[src/rtl/apb_lite_master24_if.sv]
// Bundles the command, response and APB bus signals of apb_lite_master24.
// APB_LITE_MASTER_PREADY_EN adds pready24/pslverr24 to the bundle.
interface apb_lite_master24_if #(
    parameter int ADDR_W = 6,
    parameter int DATA_W = 32
);
    logic              cmd_valid24;
    logic              cmd_ready24;
    logic              cmd_write24;
    logic [ADDR_W-1:0] cmd_addr24;
    logic [DATA_W-1:0] cmd_wdata24;
    logic              rsp_valid24;
    logic              rsp_ready24;
    logic [DATA_W-1:0] rsp_rdata24;
    logic              rsp_err24;
    logic              psel24;
    logic              penable24;
    logic              pwrite24;
    logic [ADDR_W-1:0] paddr24;
    logic [DATA_W-1:0] pwdata24;
    logic [DATA_W-1:0] prdata24;
`ifdef APB_LITE_MASTER_PREADY_EN
    logic              pready24;
    logic              pslverr24;

    modport master (
        input  cmd_valid24, cmd_write24, cmd_addr24, cmd_wdata24, rsp_ready24,
               prdata24, pready24, pslverr24,
        output cmd_ready24, rsp_valid24, rsp_rdata24, rsp_err24,
               psel24, penable24, pwrite24, paddr24, pwdata24
    );

    modport slave (
        output cmd_valid24, cmd_write24, cmd_addr24, cmd_wdata24, rsp_ready24,
               prdata24, pready24, pslverr24,
        input  cmd_ready24, rsp_valid24, rsp_rdata24, rsp_err24,
               psel24, penable24, pwrite24, paddr24, pwdata24
    );
`else
    modport master (
        input  cmd_valid24, cmd_write24, cmd_addr24, cmd_wdata24, rsp_ready24,
               prdata24,
        output cmd_ready24, rsp_valid24, rsp_rdata24, rsp_err24,
               psel24, penable24, pwrite24, paddr24, pwdata24
    );

    modport slave (
        output cmd_valid24, cmd_write24, cmd_addr24, cmd_wdata24, rsp_ready24,
               prdata24,
        input  cmd_ready24, rsp_valid24, rsp_rdata24, rsp_err24,
               psel24, penable24, pwrite24, paddr24, pwdata24
    );
`endif
endinterface

[src/rtl/apb_lite_master24.sv]
// APB initiator: one valid/ready command becomes one APB transfer and one response.
// APB_LITE_MASTER_PREADY_EN enables pready24 wait states, pslverr24 and a TIMEOUT abort.
module apb_lite_master24 #(
    parameter int ADDR_W = 6,
    parameter int DATA_W = 32
`ifdef APB_LITE_MASTER_PREADY_EN
    ,parameter int TIMEOUT = 16
`endif
) (
    input  logic                pclk24,
    input  logic                p_reset24,
    apb_lite_master24_if.master bus
);

    typedef enum logic [1:0] {
        IDLE   = 2'd0,
        SETUP  = 2'd1,
        ACCESS = 2'd2,
        RESP   = 2'd3
    } state_t;

    state_t            r_state;
    state_t            w_nextState;
    logic              w_complete;
    logic              r_cmdReady;
    logic              r_psel;
    logic              r_penable;
    logic              r_pwrite;
    logic [ADDR_W-1:0] r_paddr;
    logic [DATA_W-1:0] r_pwdata;
    logic              r_rspValid;
    logic [DATA_W-1:0] r_rspRdata;

`ifdef APB_LITE_MASTER_PREADY_EN
    localparam int CNT_W = (TIMEOUT > 2) ? $clog2(TIMEOUT) : 1;

    logic             w_abort;
    logic             r_rspErr;
    logic [CNT_W-1:0] r_waitCnt;
`endif

    always_comb begin
        w_nextState = r_state;
        w_complete  = 1'b0;
`ifdef APB_LITE_MASTER_PREADY_EN
        w_abort     = 1'b0;
`endif
        case (r_state)
            IDLE:   if (bus.cmd_valid24) w_nextState = SETUP;
            SETUP:  w_nextState = ACCESS;
            ACCESS: begin
`ifdef APB_LITE_MASTER_PREADY_EN
                // The count holds completed wait cycles, so hitting TIMEOUT-1 here ends the TIMEOUT-th one.
                if (bus.pready24) begin
                    w_complete  = 1'b1;
                    w_nextState = RESP;
                end else if (r_waitCnt == CNT_W'(TIMEOUT - 1)) begin
                    w_abort     = 1'b1;
                    w_nextState = RESP;
                end
`else
                w_complete  = 1'b1;
                w_nextState = RESP;
`endif
            end
            RESP:   if (bus.rsp_ready24) w_nextState = IDLE;
            default: w_nextState = IDLE;
        endcase
    end

    // Bus strobes are decoded from the next state so every output comes straight from a flop.
    always_ff @(posedge pclk24) begin
        if (p_reset24) begin
            r_state    <= IDLE;
            r_cmdReady <= 1'b1;
            r_psel     <= 1'b0;
            r_penable  <= 1'b0;
            r_pwrite   <= 1'b0;
            r_paddr    <= '0;
            r_pwdata   <= '0;
            r_rspValid <= 1'b0;
            r_rspRdata <= '0;
        end else begin
            r_state    <= w_nextState;
            r_cmdReady <= (w_nextState == IDLE);
            r_psel     <= (w_nextState == SETUP) || (w_nextState == ACCESS);
            r_penable  <= (w_nextState == ACCESS);
            r_rspValid <= (w_nextState == RESP);
            if (r_state == IDLE && bus.cmd_valid24) begin
                r_pwrite <= bus.cmd_write24;
                r_paddr  <= bus.cmd_addr24;
                r_pwdata <= bus.cmd_wdata24;
            end
            if (w_complete) begin
                r_rspRdata <= r_pwrite ? '0 : bus.prdata24;
            end
`ifdef APB_LITE_MASTER_PREADY_EN
            if (w_abort) begin
                r_rspRdata <= '0;
            end
`endif
        end
    end

`ifdef APB_LITE_MASTER_PREADY_EN
    always_ff @(posedge pclk24) begin
        if (p_reset24) begin
            r_rspErr  <= 1'b0;
            r_waitCnt <= '0;
        end else begin
            if (r_state != ACCESS) begin
                r_waitCnt <= '0;
            end else if (!bus.pready24) begin
                r_waitCnt <= r_waitCnt + 1'b1;
            end
            if (w_complete) begin
                r_rspErr <= bus.pslverr24;
            end else if (w_abort) begin
                r_rspErr <= 1'b1;
            end
        end
    end

    assign bus.rsp_err24 = r_rspErr;
`else
    assign bus.rsp_err24 = 1'b0;
`endif

    assign bus.cmd_ready24 = r_cmdReady;
    assign bus.psel24      = r_psel;
    assign bus.penable24   = r_penable;
    assign bus.pwrite24    = r_pwrite;
    assign bus.paddr24     = r_paddr;
    assign bus.pwdata24    = r_pwdata;
    assign bus.rsp_valid24 = r_rspValid;
    assign bus.rsp_rdata24 = r_rspRdata;

endmodule

[src/flat_wrapper.sv]
// flat-port wrapper written by rule: the top's interface ports become plain ports
module apb_lite_master24_flat 
#(
    parameter int ADDR_W = 6,
    parameter int DATA_W = 32

)
  (pclk24, p_reset24, bus_cmd_valid24, bus_cmd_write24, bus_cmd_addr24, bus_cmd_wdata24, bus_rsp_ready24, bus_prdata24, bus_cmd_ready24, bus_rsp_valid24, bus_rsp_rdata24, bus_rsp_err24, bus_psel24, bus_penable24, bus_pwrite24, bus_paddr24, bus_pwdata24);
  apb_lite_master24_if #(.ADDR_W(ADDR_W), .DATA_W(DATA_W)) bus_i ();
  input  logic pclk24;
  input  logic p_reset24;
  input wire logic [$bits(bus_i.cmd_valid24)-1:0] bus_cmd_valid24;
  input wire logic [$bits(bus_i.cmd_write24)-1:0] bus_cmd_write24;
  input wire logic [$bits(bus_i.cmd_addr24)-1:0] bus_cmd_addr24;
  input wire logic [$bits(bus_i.cmd_wdata24)-1:0] bus_cmd_wdata24;
  input wire logic [$bits(bus_i.rsp_ready24)-1:0] bus_rsp_ready24;
  input wire logic [$bits(bus_i.prdata24)-1:0] bus_prdata24;
  output wire logic [$bits(bus_i.cmd_ready24)-1:0] bus_cmd_ready24;
  output wire logic [$bits(bus_i.rsp_valid24)-1:0] bus_rsp_valid24;
  output wire logic [$bits(bus_i.rsp_rdata24)-1:0] bus_rsp_rdata24;
  output wire logic [$bits(bus_i.rsp_err24)-1:0] bus_rsp_err24;
  output wire logic [$bits(bus_i.psel24)-1:0] bus_psel24;
  output wire logic [$bits(bus_i.penable24)-1:0] bus_penable24;
  output wire logic [$bits(bus_i.pwrite24)-1:0] bus_pwrite24;
  output wire logic [$bits(bus_i.paddr24)-1:0] bus_paddr24;
  output wire logic [$bits(bus_i.pwdata24)-1:0] bus_pwdata24;
  assign bus_i.cmd_valid24 = bus_cmd_valid24;
  assign bus_i.cmd_write24 = bus_cmd_write24;
  assign bus_i.cmd_addr24 = bus_cmd_addr24;
  assign bus_i.cmd_wdata24 = bus_cmd_wdata24;
  assign bus_i.rsp_ready24 = bus_rsp_ready24;
  assign bus_i.prdata24 = bus_prdata24;
  assign bus_cmd_ready24 = bus_i.cmd_ready24;
  assign bus_rsp_valid24 = bus_i.rsp_valid24;
  assign bus_rsp_rdata24 = bus_i.rsp_rdata24;
  assign bus_rsp_err24 = bus_i.rsp_err24;
  assign bus_psel24 = bus_i.psel24;
  assign bus_penable24 = bus_i.penable24;
  assign bus_pwrite24 = bus_i.pwrite24;
  assign bus_paddr24 = bus_i.paddr24;
  assign bus_pwdata24 = bus_i.pwdata24;
  apb_lite_master24 #(.ADDR_W(ADDR_W), .DATA_W(DATA_W)) u_core (.pclk24(pclk24), .p_reset24(p_reset24), .bus(bus_i));
endmodule
[config.mk]
export PLATFORM = sky130hd
export DESIGN_NAME = apb_lite_master24_flat
export DESIGN_NICKNAME = d
export VERILOG_FILES = /design/src/rtl/apb_lite_master24_if.sv /design/src/rtl/apb_lite_master24.sv /design/src/flat_wrapper.sv
export SDC_FILE = /design/constraint.sdc
export NUM_CORES = 1
export LEC_CHECK = 0
export ABC_CLOCK_PERIOD_IN_PS = 1900
export BUFFER_PORTS_ARGS = -buffer_cell sky130_fd_sc_hd__buf_2
export CORE_MARGIN = 4
export CORE_UTILIZATION = 46
export CTS_BUF_LIST = sky130_fd_sc_hd__clkbuf_8 sky130_fd_sc_hd__clkbuf_16
export CTS_CLUSTER_DIAMETER = 40
export DETAILED_ROUTE_END_ITERATION = 8
export GPL_ROUTABILITY_DRIVEN = 0
export PLACE_DENSITY = 0.89
export SETUP_SLACK_MARGIN = 0.4
export SLEW_MARGIN = 20
export SYNTH_ARGS = -nofsm -noshare
export SYNTH_HDL_FRONTEND = slang
export SYNTH_SLANG_ARGS = --single-unit
[constraint.sdc]
create_clock -name pclk24 -period 1.9 [get_ports pclk24]
set_input_delay 0.095 -clock pclk24 [delete_from_list [all_inputs] [get_ports pclk24]]
set_output_delay 0.095 -clock pclk24 [all_outputs]
set_load 0.01 [all_outputs]
# [Word level (Yosys, flattened, before mapping)]
# Index checks and enable logic that the tools add are counted.
[classes] mux=5 eq_ne=6 reduce_logical=4
[ops] op="$mux W32" count=1
[ops] op="$eq A2 B2 Y1 const B" count=4
[ops] op="$pmux W2 S4" count=1
[ops] op="$eq A2 B1 Y1 const B" count=2
[ops] op="$logic_not A2 Y1" count=2
[ops] op="$mux W2" count=2
[ops] op="$logic_and A1 B1 Y1" count=1
[ops] op="$logic_or A1 B1 Y1" count=1
[ops] op="$mux W1" count=1
[word_totals] out_inout_bits=76 reg_bits=77 input_bits=75

# [Depth between registers and ports, before layout]
[depth] ltp_word=4 mapped_depth=6 ltp_nobuf=3

# [Least setup slack after synthesis]
# Ideal clock, no wire load.
[synth_timing] kind="reg2reg" startpoint="register u_core.r_state[1]" endpoint="register u_core.r_pwdata[21], in the netlist u_core.bus.pwdata24[21]" path_stages_with_launch=7 n_path_buf=3 required_time_ns=1.768 arrival_ns=1.173 setup_time_ns=0.132 period_less_slack_ns=1.305 slack_ns=0.595 path_cell_list="dfxtp_1 -> buf_6 -> or3b_4 -> buf_6 -> buf_6 -> nand2_1 -> a21oi_1"
[synth_between] elab_chain_cells=2
[synth_rtl] element="start: declaration" line_no="apb_lite_master24.sv:22" rtl="state_t r_state;"
[synth_rtl] element="start signal: assignment" line_no="apb_lite_master24.sv:84" rtl="r_state <= w_nextState;"
[synth_rtl] element="$logic_not A2 Y1" line_no="apb_lite_master24.sv:89" rtl="if (r_state == IDLE && bus.cmd_valid24) begin"
[synth_rtl] element="$logic_and A1 B1 Y1" line_no="apb_lite_master24.sv:89"
[synth_rtl] element="end signal: assignment" line_no="apb_lite_master24.sv:92" rtl="r_pwdata <= bus.cmd_wdata24;"
[synth_rtl] element="end: declaration" line_no="apb_lite_master24.sv:30" rtl="logic [DATA_W-1:0] r_pwdata;"
# Every way passes these cells.
# A chain may end at the register's enable or synchronous reset.

# [Worst setup path after layout]
[layout_timing] startpoint="register u_core.r_state[0]" endpoint="register u_core.r_pwdata[18], in the netlist u_core.bus.pwdata24[18]"
# Same word-level chain as after synthesis.

==> impl_metrics.py <==
metrics = {
    "yosys": {
        "synth_cells": 335,
        "synth_cell_types": 19,
        "ys_ff_latch": 77,
        "ys_warn_count": 0,
        "synth-seq-area-share_pct": 54.59,
        "syn_area_sq_um": 2824,
        "syn-num-nets": 410,
        "syn_avg_cell_area_sq_um": 8.430,
    },
    "finish": {
        "post-route-util_pct": 69.75,
        "nets": 582,
        "diodes": 0,
        "synthToLayoutAreaGrowth_pct": 47.10,
        "layout-drive-gt1-share_pct": 33.98,
    },
    "min_path": {
        "worstHoldStart": "bus_cmd_addr24[4]",
        "whs_endpoint": "u_core.bus.paddr24[4]",
        "hold_path_depth": 3,
        "hold_path.class": "in -> reg",
    },
    "clock_tree": {
        "cts_root_buf": "clkbuf_8",
        "clock_latency_ps": 330,
        "path_clk_slew_ps": 70,
        "max-clock-path-buffers": 2,
        "clkSinkCount": 77,
        "htreeDepth": 3,
        "cts_tree": "yes",
        "cts_buffers": 9,
    },
    "die": {
        "num_rows": 28,
        "die-area_sq_um": 7456,
        "die_y_um": 86.35,
        "die_x_um": 86.35,
        "core_area_sq_um": 5956,
        "initial_utilization_pct": 47.42,
        "io_pins": 151,
    },
    "pwr": {
        "p_int_w": 0.002957,
        "p_comb_share_pct": 14.7,
        "total_power_w": 0.003886,
        "p_sw_w": 0.0009289,
        "power.leakage_nw": 1.907,
        "power_density_nw_per_um2": 935.4,
        "switching_share_pct": 23.90,
        "power_frac_clock_pct": 39.6,
        "ir_drop_mv": 0.7880,
        "p_seq_share_pct": 45.7,
    },
    "route": {
        "vias": 2946,
        "wirelength_um": 8210,
        "drc_errors": 0,
        "avgRoutedWirePerCell_um": 13.99,
        "viasPerCell": 5.019,
        "ant_nets": 0,
        "first_pass_iters": 4,
        "drt_iter0_drc": 126,
    },
    "timing": {
        "period_minus_slack_ps": 1419,
        "rsz0062_at_grt": "yes",
        "slew_viol_final": 0,
        "max_freq_ghz": 0.7047,
        "hold_viol_final": 0,
        "fin_skew_ps": 6.548,
        "period_share_pct": 74.68,
        "setup_viol": 0,
        "setup_tns_ps": 0,
    },
    "global_routing": {
        "grt_pass1_wl_um": 13000,
        "grt_antenna_before_repair": 0,
        "grt_max_degree": 40,
        "track_usage_pct": 21.78,
        "gr-total-overflow": 0,
        "grt_pass1_vias": 2830,
    },
    "placed_design": {
        "port_buffers": 149,
        "post-dp-hpwl_um": 5038,
    },
    "setup_path": {
        "path_max_fanout": 39,
        "end_kind": "flop",
        "critical_path_class": "reg -> reg",
        "r2r_setup_slack_ps": 480,
        "worstReg2RegEnd": "u_core.bus.pwdata24[18]",
        "r2r-start": "u_core.r_state[0]",
        "crit_required_ps": 2150,
        "worstPathArrival_ps": 1670,
        "critPathLaunchType": "flop",
        "rr_worst_depth": 3,
    },
    "job": {
        "drv_cap": 0,
    },
    "run_status": {
        "status": "complete, no violations",
    },
}
-- registers in the layout, indices dropped and copies added (netlist names) --
| signal | count |
|---|---|
| u_core.bus.rsp_valid24 | 1 |
| u_core.bus.cmd_ready24 | 1 |
| u_core.bus.pwdata24 | 32 |
| u_core.bus.pwrite24 | 1 |
| u_core.bus.rsp_rdata24 | 32 |
| u_core.bus.penable24 | 1 |
| u_core.r_state | 2 |
| u_core.bus.paddr24 | 6 |
| u_core.bus.psel24 | 1 |
-- critical path, stage by stage, from the launching register on --
cell and delay (ps):
dfxtp_1 550, or3b_4 490, nand2_1 120, a21oi_1 170
-- power by group through the flow --
stage | combinational [W] | clock (W) | sequential, W
5_1_grt | 0.000628 | 0.00164 | 0.00179
4_1_cts | 0.000560 | 0.00157 | 0.00177
2_1_floorplan | 0.000268 | 0 | 0.00185
3_3_place_gp | 0.000494 | 0 | 0.00181
3_5_place_dp | 0.000506 | 0 | 0.00181
6_report | 0.000570 | 0.00154 | 0.00178
-- Yosys cell counts (all sizes together) --
library cell / n / area [sq um]
nand2: 112 / 420.4
a31oi: 1 / 6.260
dfxtp: 77 / 1541
nand2b: 2 / 12.51
nor2: 2 / 7.510
o21a: 1 / 7.510
nor3: 1 / 5.000
conb: 1 / 3.750
or3b: 1 / 11.26
buf: 14 / 117.6
a21oi: 72 / 360.4
nor3b: 2 / 20.02
nand3b: 32 / 240.2
o31ai: 1 / 7.510
clkbuf: 15 / 56.30
nor2b: 1 / 6.260
-- logic make-up after synthesis --
group	after synthesis	synth area share [%]
DFF	77	54.59
and+or+nand+nor	153	25.61
other	1	0.1328
buffers and inverters	29	6.158
AOI/OAI and AO/OA	75	13.51
-- cell type report --
| class | count | area (sq um) |
|---|---|---|
| Fill cell | 465 | 1802 |
| Tap cell | 75 | 93.84 |
| Multi-Input combinational cell | 229 | 1117 |
| Timing Repair Buffer | 190 | 1141 |
| Clock buffer | 12 | 165.2 |
| Sequential cell | 77 | 1543 |
| Clock inverter | 4 | 93.84 |
-- through the flow --
stage               cell area [sq um]  std cells  hold slack [ps]  setup WS (ps)
finish                           4154        587            23.17          481.0
global placement                 3543        536            335.6          554.9
global route                     4154        587            10.64          371.1
floorplan                        2824        335            186.6          594.8
CTS                              4143        586           0.4012          465.5
detailed placement               3543        536            340.6          482.7
-- routing by layer --
| metal | track usage, % | vias up | share of wire (%) |
|---|---|---|---|
| li1 | - | 1440 | - |
| met1 | 26.80 | 1324 | 38 |
| met2 | 33.59 | 156 | 48 |
| met3 | 6.369 | 26 | 11 |
| met4 | 13.17 | 0 | 3.2 |
| met5 | 0 | - | 0 |
-- worst max-delay path by stage --
stage                            from                          to  slack [ps]  cells after the start
finish              u_core.r_state[0]     u_core.bus.pwdata24[18]         480                      3
global route        u_core.r_state[0]      u_core.bus.pwdata24[4]         370                      3
CTS                 u_core.r_state[1]  u_core.bus.rsp_rdata24[29]         470                      4
detailed placement  u_core.r_state[1]  u_core.bus.rsp_rdata24[29]         480                      4
global placement    u_core.r_state[1]         u_core.bus.pwrite24         550                      3
floorplan           u_core.r_state[1]     u_core.bus.pwdata24[21]         590                      6
-- placed cells by master, fill, tap and decap left out --
cell and instances:
clkbuf_8 12, nor3b_4 1, inv_1 1, dlygate4sd3_1 35, o31ai_1 1, conb_1 1, a21oi_1 72, nor2b_2 1
bufinv_16 3, nor2_1 2, nor3_1 1, buf_2 149, or3b_4 1, a31oi_1 1, dfxtp_1 76, dfxtp_2 1
nand2b_1 2, nand3b_1 32, nor3b_1 1, nand2_1 112, o21a_1 1, buf_4 6
-- repair_timing --
action                                 in CTS  in global routing
hold buffers                               34                  1
resized for setup                           0                  1
endpoints found under the hold margin      34                  1
setup buffers                               0                  0
setup endpoints to repair                   0                 30
(Power assumes the default switching activity.)
